**src/rtl/img_mem_reader_scaled.sv**
```systemverilog
// ---------------------------------------------------------------------------
// img_mem_reader_scaled
//
// Maps VGA raster coordinates onto a source image stored in a synchronous
// BRAM. The image sits at a programmable window offset and may be shown at
// 1x or 2x (each source pixel as a 2x2 block). Raster pixels outside the
// window are painted with BORDER_RGB while DE is high, and black while DE
// is low.
//
// Ports:
//   clk, reset_n       pixel clock, synchronous active-low reset
//   DE                 display enable from the timing generator
//   x_pixel, y_pixel   raster column / row
//   upscale            0: 1x, 1: 2x (latched at frame start)
//   x_off, y_off       window top-left corner in raster space (latched
//                      at frame start)
//   addr, rd_en        BRAM read address / read enable (registered)
//   imgData            RGB565 read data
//   r_port/g_port/b_port  4-bit RGB out
//   de_out             DE delayed to line up with the RGB outputs
//
// Memory interface: addr is qualified by rd_en in the same cycle. The BRAM
// returns imgData exactly MEM_LAT clocks after that cycle and never stalls.
// There is no back-pressure, so one pixel is accepted and one produced
// every clock.
//
// Latency from raster coordinate to RGB/de_out is MEM_LAT+2 clocks,
// independent of mode and window position.
// ---------------------------------------------------------------------------
module img_mem_reader_scaled #(
   parameter int          IMG_W      = 320,
   parameter int          IMG_H      = 240,
   parameter int          MEM_LAT    = 1,
   parameter int          ADDR_W     = $clog2(IMG_W*IMG_H),
   parameter logic [11:0] BORDER_RGB = 12'h000
) (
   input  logic              clk,
   input  logic              reset_n,
   input  logic              DE,
   input  logic [9:0]        x_pixel,
   input  logic [9:0]        y_pixel,
   input  logic              upscale,
   input  logic [9:0]        x_off,
   input  logic [9:0]        y_off,
   output logic [ADDR_W-1:0] addr,
   output logic              rd_en,
   input  logic [15:0]       imgData,
   output logic [3:0]        r_port,
   output logic [3:0]        g_port,
   output logic [3:0]        b_port,
   output logic              de_out
);

   localparam int          AW1     = ADDR_W + 1;
   localparam int          DL      = MEM_LAT + 1;
   localparam logic [10:0] IMG_W_L = 11'(IMG_W);
   localparam logic [10:0] IMG_H_L = 11'(IMG_H);

   // shadow configuration, updated only at raster (0,0)
   logic              ups_q, ups_d;
   logic [9:0]        x_off_q, x_off_d;
   logic [9:0]        y_off_q, y_off_d;

   // stage A
   logic [ADDR_W-1:0] addr_q, addr_d;
   logic              rd_en_q, rd_en_d;

   // window / DE delay line; bit 0 is loaded alongside stage A
   logic [DL-1:0]     win_pipe_q, win_pipe_d;
   logic [DL-1:0]     de_pipe_q, de_pipe_d;

   // stage B
   logic [11:0]       rgb_q, rgb_d;
   logic              de_out_q, de_out_d;

   logic [10:0]       xr, yr, xs, ys;
   logic              win;
   logic [AW1-1:0]    addr_calc;

   always_comb begin
      ups_d   = ups_q;
      x_off_d = x_off_q;
      y_off_d = y_off_q;
      if (x_pixel == 10'd0 && y_pixel == 10'd0) begin
         ups_d   = upscale;
         x_off_d = x_off;
         y_off_d = y_off;
      end

      // xr/yr are only meaningful when the raster is at or past the offset;
      // the >= terms in win guard the wrapped case, so nothing wraps to col 0.
      xr = {1'b0, x_pixel} - {1'b0, x_off_q};
      yr = {1'b0, y_pixel} - {1'b0, y_off_q};
      xs = ups_q ? {1'b0, xr[10:1]} : xr;
      ys = ups_q ? {1'b0, yr[10:1]} : yr;

      win = DE && (x_pixel >= x_off_q) && (y_pixel >= y_off_q)
            && (xs < IMG_W_L) && (ys < IMG_H_L);

      // win bounds xs/ys, so the result never reaches IMG_W*IMG_H.
      addr_calc = AW1'(ys) * AW1'(IMG_W) + AW1'(xs);

      rd_en_d = win;
      addr_d  = win ? addr_calc[ADDR_W-1:0] : addr_q;

      win_pipe_d = {win_pipe_q[DL-2:0], win};
      de_pipe_d  = {de_pipe_q[DL-2:0], DE};

      de_out_d = de_pipe_q[DL-1];
      if (win_pipe_q[DL-1]) begin
         rgb_d = {imgData[15:12], imgData[10:7], imgData[4:1]};
      end else if (de_pipe_q[DL-1]) begin
         rgb_d = BORDER_RGB;
      end else begin
         rgb_d = 12'h000;
      end
   end

   always_ff @(posedge clk) begin
      if (!reset_n) begin
         ups_q      <= 1'b0;
         x_off_q    <= '0;
         y_off_q    <= '0;
         addr_q     <= '0;
         rd_en_q    <= 1'b0;
         win_pipe_q <= '0;
         de_pipe_q  <= '0;
         rgb_q      <= '0;
         de_out_q   <= 1'b0;
      end else begin
         ups_q      <= ups_d;
         x_off_q    <= x_off_d;
         y_off_q    <= y_off_d;
         addr_q     <= addr_d;
         rd_en_q    <= rd_en_d;
         win_pipe_q <= win_pipe_d;
         de_pipe_q  <= de_pipe_d;
         rgb_q      <= rgb_d;
         de_out_q   <= de_out_d;
      end
   end

   assign addr   = addr_q;
   assign rd_en  = rd_en_q;
   assign r_port = rgb_q[11:8];
   assign g_port = rgb_q[7:4];
   assign b_port = rgb_q[3:0];
   assign de_out = de_out_q;

   // RGB565 LSBs are dropped on the way to 4-bit channels; the top bit of
   // addr_calc is always zero because win bounds the coordinates.
   logic unused_bits;
   assign unused_bits = &{1'b0, imgData[11], imgData[5], imgData[0], addr_calc[ADDR_W]};

endmodule

```
**config.mk**
```make
export PLATFORM = sky130hd
export DESIGN_NAME = img_mem_reader_scaled
export DESIGN_NICKNAME = d
export VERILOG_FILES = /design/src/rtl/img_mem_reader_scaled.sv
export SDC_FILE = /design/constraint.sdc
export NUM_CORES = 1
export LEC_CHECK = 0
export ABC_AREA = 1
export CORE_ASPECT_RATIO = 1.75
export CORE_MARGIN = 2
export CORE_UTILIZATION = 50
export CTS_CLUSTER_SIZE = 24
export DETAILED_ROUTE_END_ITERATION = 6
export MAX_ROUTING_LAYER = met4
export PLACE_DENSITY = 0.78
export SLEW_MARGIN = 20
export SYNTH_ARGS = -nofsm -noshare
export SYNTH_HDL_FRONTEND = slang
export SYNTH_SLANG_ARGS = --single-unit
```
**constraint.sdc**
```tcl
create_clock -name clk -period 4.9 [get_ports clk]
set_input_delay 0.49 -clock clk [delete_from_list [all_inputs] [get_ports clk]]
set_output_delay 0.49 -clock clk [all_outputs]
set_load 0.005 [all_outputs]
```
**Word-level counts from Yosys, hierarchy flattened**

Index checks and enable logic that the tools add are counted.

- Add/subtract/negate cells: 3
- Multipliers: 1
- Div/mod/pow operators: 0
- Magnitude comparators: 4
- Eq/ne operators: 0
- Shifts and indexed selects: 0
- Multiplexer cells: 2
- Bitwise operators: 0
- Reduce and logical (&&, ||, !) cells: 8

Operator list:

| operator | number |
|---|---|
| $mux W11 | 2 |
| $sub A10 B10 Y11 | 2 |
| $ge A10 B10 Y1 | 2 |
| $logic_not A10 Y1 | 2 |
| $add A17 B11 Y17 | 1 |
| $lt A11 B8 Y1 const B | 1 |
| $lt A11 B9 Y1 const B | 1 |
| $mul A11 B3 Y11 const B | 1 |
| $logic_and A1 B1 Y1 | 5 |
| $reduce_and A2 Y1 | 1 |

- Register bits: 56
- Bits in latches: 0
- Bits in writable memories: 0
- Memory bits (read-only): 0
- Output and inout bits: 31
- Word-level logic and storage cells: 27
- Memories: 0

**Longest topological paths before layout**

- Word-level depth: 5
- Gate-level depth with buffers: 31

**Worst setup path before layout**

Ideal clock, no wire load.

- Kind: in2reg
- Start: input port y_pixel[0]
- End: register addr_q[16], in the netlist addr[16]
- Data arrival time: 3,789 ps
- Path slack: 1,001 ps
- Cell stages on the path: 30
- Buffers on the path: 0
- Cell sequence: inv_1 -> ha_1 -> fa_1 -> inv_1 -> nand2_1 -> nand2_1 -> nand3_1 -> nand3_1 -> nand2_1 -> ha_1 -> ha_1 -> inv_1 -> fa_1 -> inv_1 -> ha_1 -> inv_1 -> nor2_1 -> nand4_1 -> nand2_1 -> nand2_1 -> nor2_1 -> nand2_1 -> inv_1 -> nand2_1 -> nand2_1 -> nand2_1 -> nand2_1 -> nand2_1 -> nand2_1 -> nor2_1

- Cells in the longest elaborated chain, start to end: 4
- Elaborated cells between the ends (all ways): 9

Ends and longest elaborated chain:

| what | line | text |
|---|---|---|
| from (decl) | 41 | `input logic [9:0] y_pixel,` |
| $sub A10 B10 Y11 or $ge A10 B10 Y1 (tied branches) | 93, 97 |  |
| $mux W11 or $logic_and A1 B1 Y1 (tied branches) | 95, 97 |  |
| $mul A11 B3 Y11, or another cell as far along | 101 | `addr_calc = AW1'(ys) * AW1'(IMG_W) + AW1'(xs);` |
| $add A17 B11 Y17 or $logic_and A1 B1 Y1 (tied branches) | 101, 98 |  |
| to (signal assigned) | 134 | `addr_q <= addr_d;` |
| to (decl) | 65 | `logic [ADDR_W-1:0] addr_q, addr_d;` |

Parallel ways exist; a longest one is shown, timed or not.
A chain may end at the register's enable or synchronous reset.

**Final worst setup path**

Same ends and word-level chain as after synthesis.

==> run metrics <==
status finished, final reports clean; critical path's most frequent cell nand2_1; Area Overhead vs Synth 25.2%; WP buf/inv 7; Post-Route WL 9320 um; Worst setup SP type input pin; worst hold stages 2; total grt overflow 0; Final Hold Fails 0; Total GRT Usage 21.9%; clock root buffer clkbuf_16; setup TNS 0 ps; Top Layer Used met4; DRT iter0 DRCs 121; TritonRoute pass-1 iters 4; H-tree depth 2; Worst path depth 31; ANT cells 0; Worst R2R Path Depth 29; antenna-violating nets left 0; hold-fix buffers at CTS 0; Clock Sinks 55; Starting Density 51.0%; FP Rows 44; IO Pins 91; CP max stage delay 480 ps; critical path capture point type flop; min-delay worst type reg2reg; Tmin final 4410 ps; Core ar. 0.00826 mm^2; CTS tree done; number of global-route vias before repair 3944; Max clock buf depth 2; Mapped Area 0.00421 mm^2; CP max FO 4; sequential area share after synthesis 26.2%; synth unique cells 32; Leak 2.67 nW; Cell Pwr Density 230 mW/mm^2; post-DP HPWL 7610 um; final setup violation count 0; clock latency on the worst-skew pair 300 ps; nets 856; placed cells 837; IO buf count 86; Peak VDD IR 0.183 mV; Tcrit/Tclk final 90.1%; overall die height 125 um; Crit path required time 5100 ps; worst slew pin tran 488 ps; global placement routability congestion 0.908; wire length per cell 11.0 um; Cell Count, Final, Fillers Out 845; WL met3 370 um; Final Max Tran Viols 0; Max-Slew Margin vs Limit 67.5%; layout cells sized above 1 3.32%; Reg2Reg Setup Slack 900 ps; met2 wire length 5160 um; Crit Path Class in2reg; first-pass GRT wire length 16000 um; Reg clk slew, reported paths 70 ps; via count 4187; # DRC 0; max_cap viols 0; Post-Synthesis Cells 672; Fin Clk Skew 10.3 ps; post-synthesis register bit count 55; Max Clock Freq 227 MHz; die area 0.00920 mm^2; M1 WL 3590 um; Inserted Clock Buffers 5; RSZ-0062 raised after global routing false; delay-heaviest family, CP adder cells; Yosys warnings 0; slowest CP cell clkdlybuf4s50_1; largest net degree at the start of global routing 45; number of vias per cell 4.96; DIE WIDTH 73.4 um; synthesized area per cell 6.26 um^2; syn_nets 776; initial antenna violation count 0; Worst EP arrival 4610 ps
logic make-up after synthesis:
group	after synthesis	synth area share, %
simple gates	329	32.9
mux	1	0.238
compound gates	76	9.45
buf+inv	152	14.4
flops	55	26.2
fa+ha+maj	44	13.8
xor+xnor	15	3.12
cell usage in the layout (no fill, tap or decap), types with 5 or more instances in the layout:
cell	instances
dfxtp_1	55
nand3b_1	5
nor2_1	57
xor2_1	12
o21ai_0	28
nand2_1	195
clkbuf_16	5
nand4_1	12
nand3_1	42
ha_1	40
a21oi_1	41
inv_1	134
clkdlybuf4s50_1	86
per-stage QoR:
stage          setup WS [ps]  hold WS (ps)  area (um^2)  utilization, %  power, mW
5_1_grt                 52.2           436         5270            63.8       1.30
2_1_floorplan           1000           390         4210               -      0.746
3_3_place_gp             218           397         5120            62.0      0.842
4_1_cts                  422           415         5270            63.8       1.22
3_5_place_dp             116           399         5120            62.0      0.851
6_report                 486           412         5270            63.8       1.21
layout make-up:
class,instances,area (um^2)
fillers,792,2990
multi-input cells,465,2510
flip-flops and latches,55,1100
repair buffers,90,891
inverters,135,507
clock buffers,5,125
well taps,92,115
clock inverters,3,25.0
what timing repair did:
| item | in CTS | in global routing |
|---|---|---|
| endpoints found under the hold margin | 0 | 0 |
| buffers inserted | 0 | 0 |
| setup endpoints to repair | 0 | 1 |
| resized for setup | 0 | 1 |
cells in the mapped netlist (all sizes together):
cell type  instances  area (um^2)
ha                40          500
nand3b             5         37.5
nand4             12         75.1
inv              135          507
nor3               2         10.0
or3                1         6.26
buf                5         52.6
xor2              12          105
dfxtp             55         1100
clkbuf            12         45.0
o21ai             32          171
xnor2              3         26.3
nor3b              1         7.51
o21a               1         7.51
nor2              59          226
mux2i              1         10.0
a31oi              1         6.26
or2                4         25.0
nor4               4         25.0
fa                 4         80.1
o211ai             1         7.51
nand3             43          220
a21oi             41          205
nand2            198          751
worst min-delay path, cell delays in order (launching register included):
cell and delay [ps]:
dfxtp_1 310, nand2_1 40, inv_1 40
layer usage:
layer | up-vias | GRT usage (%)
li1 | 2240 | -
met2 | 94 | 41.2
met4 | 0 | 8.34
met1 | 1835 | 21.6
met5 | - | -
met3 | 18 | 3.22
power by group:
| part | leakage, nW | switching (mW) | total, mW | internal (mW) |
|---|---|---|---|---|
| Sequential | 0.443 | 0.00101 | 0.450 | 0.449 |
| Combinational | 2.16 | 0.224 | 0.395 | 0.172 |
| Clock | 0.0708 | 0.171 | 0.365 | 0.193 |
| Total | 2.67 | 0.396 | 1.21 | 0.814 |
worst paths after layout:
check / from / end
max: y_pixel[0] / addr[16]$_SDFFE_PN0P_
min: de_pipe_q[1]$_SDFF_PN0_ / de_out$_SDFF_PN0_
max reg2reg: y_off_q[0]$_SDFFE_PN0P_ / addr[16]$_SDFFE_PN0P_
min reg2reg: de_pipe_q[1]$_SDFF_PN0_ / de_out$_SDFF_PN0_
state kept, by name, summed over array words and instances (netlist names):
name        cells
addr           17
rgb_q          12
x_off_q        10
y_off_q        10
de_pipe_q       2
win_pipe_q      2
de_out          1
ups_q           1
Power figures use the tool's default switching activity.
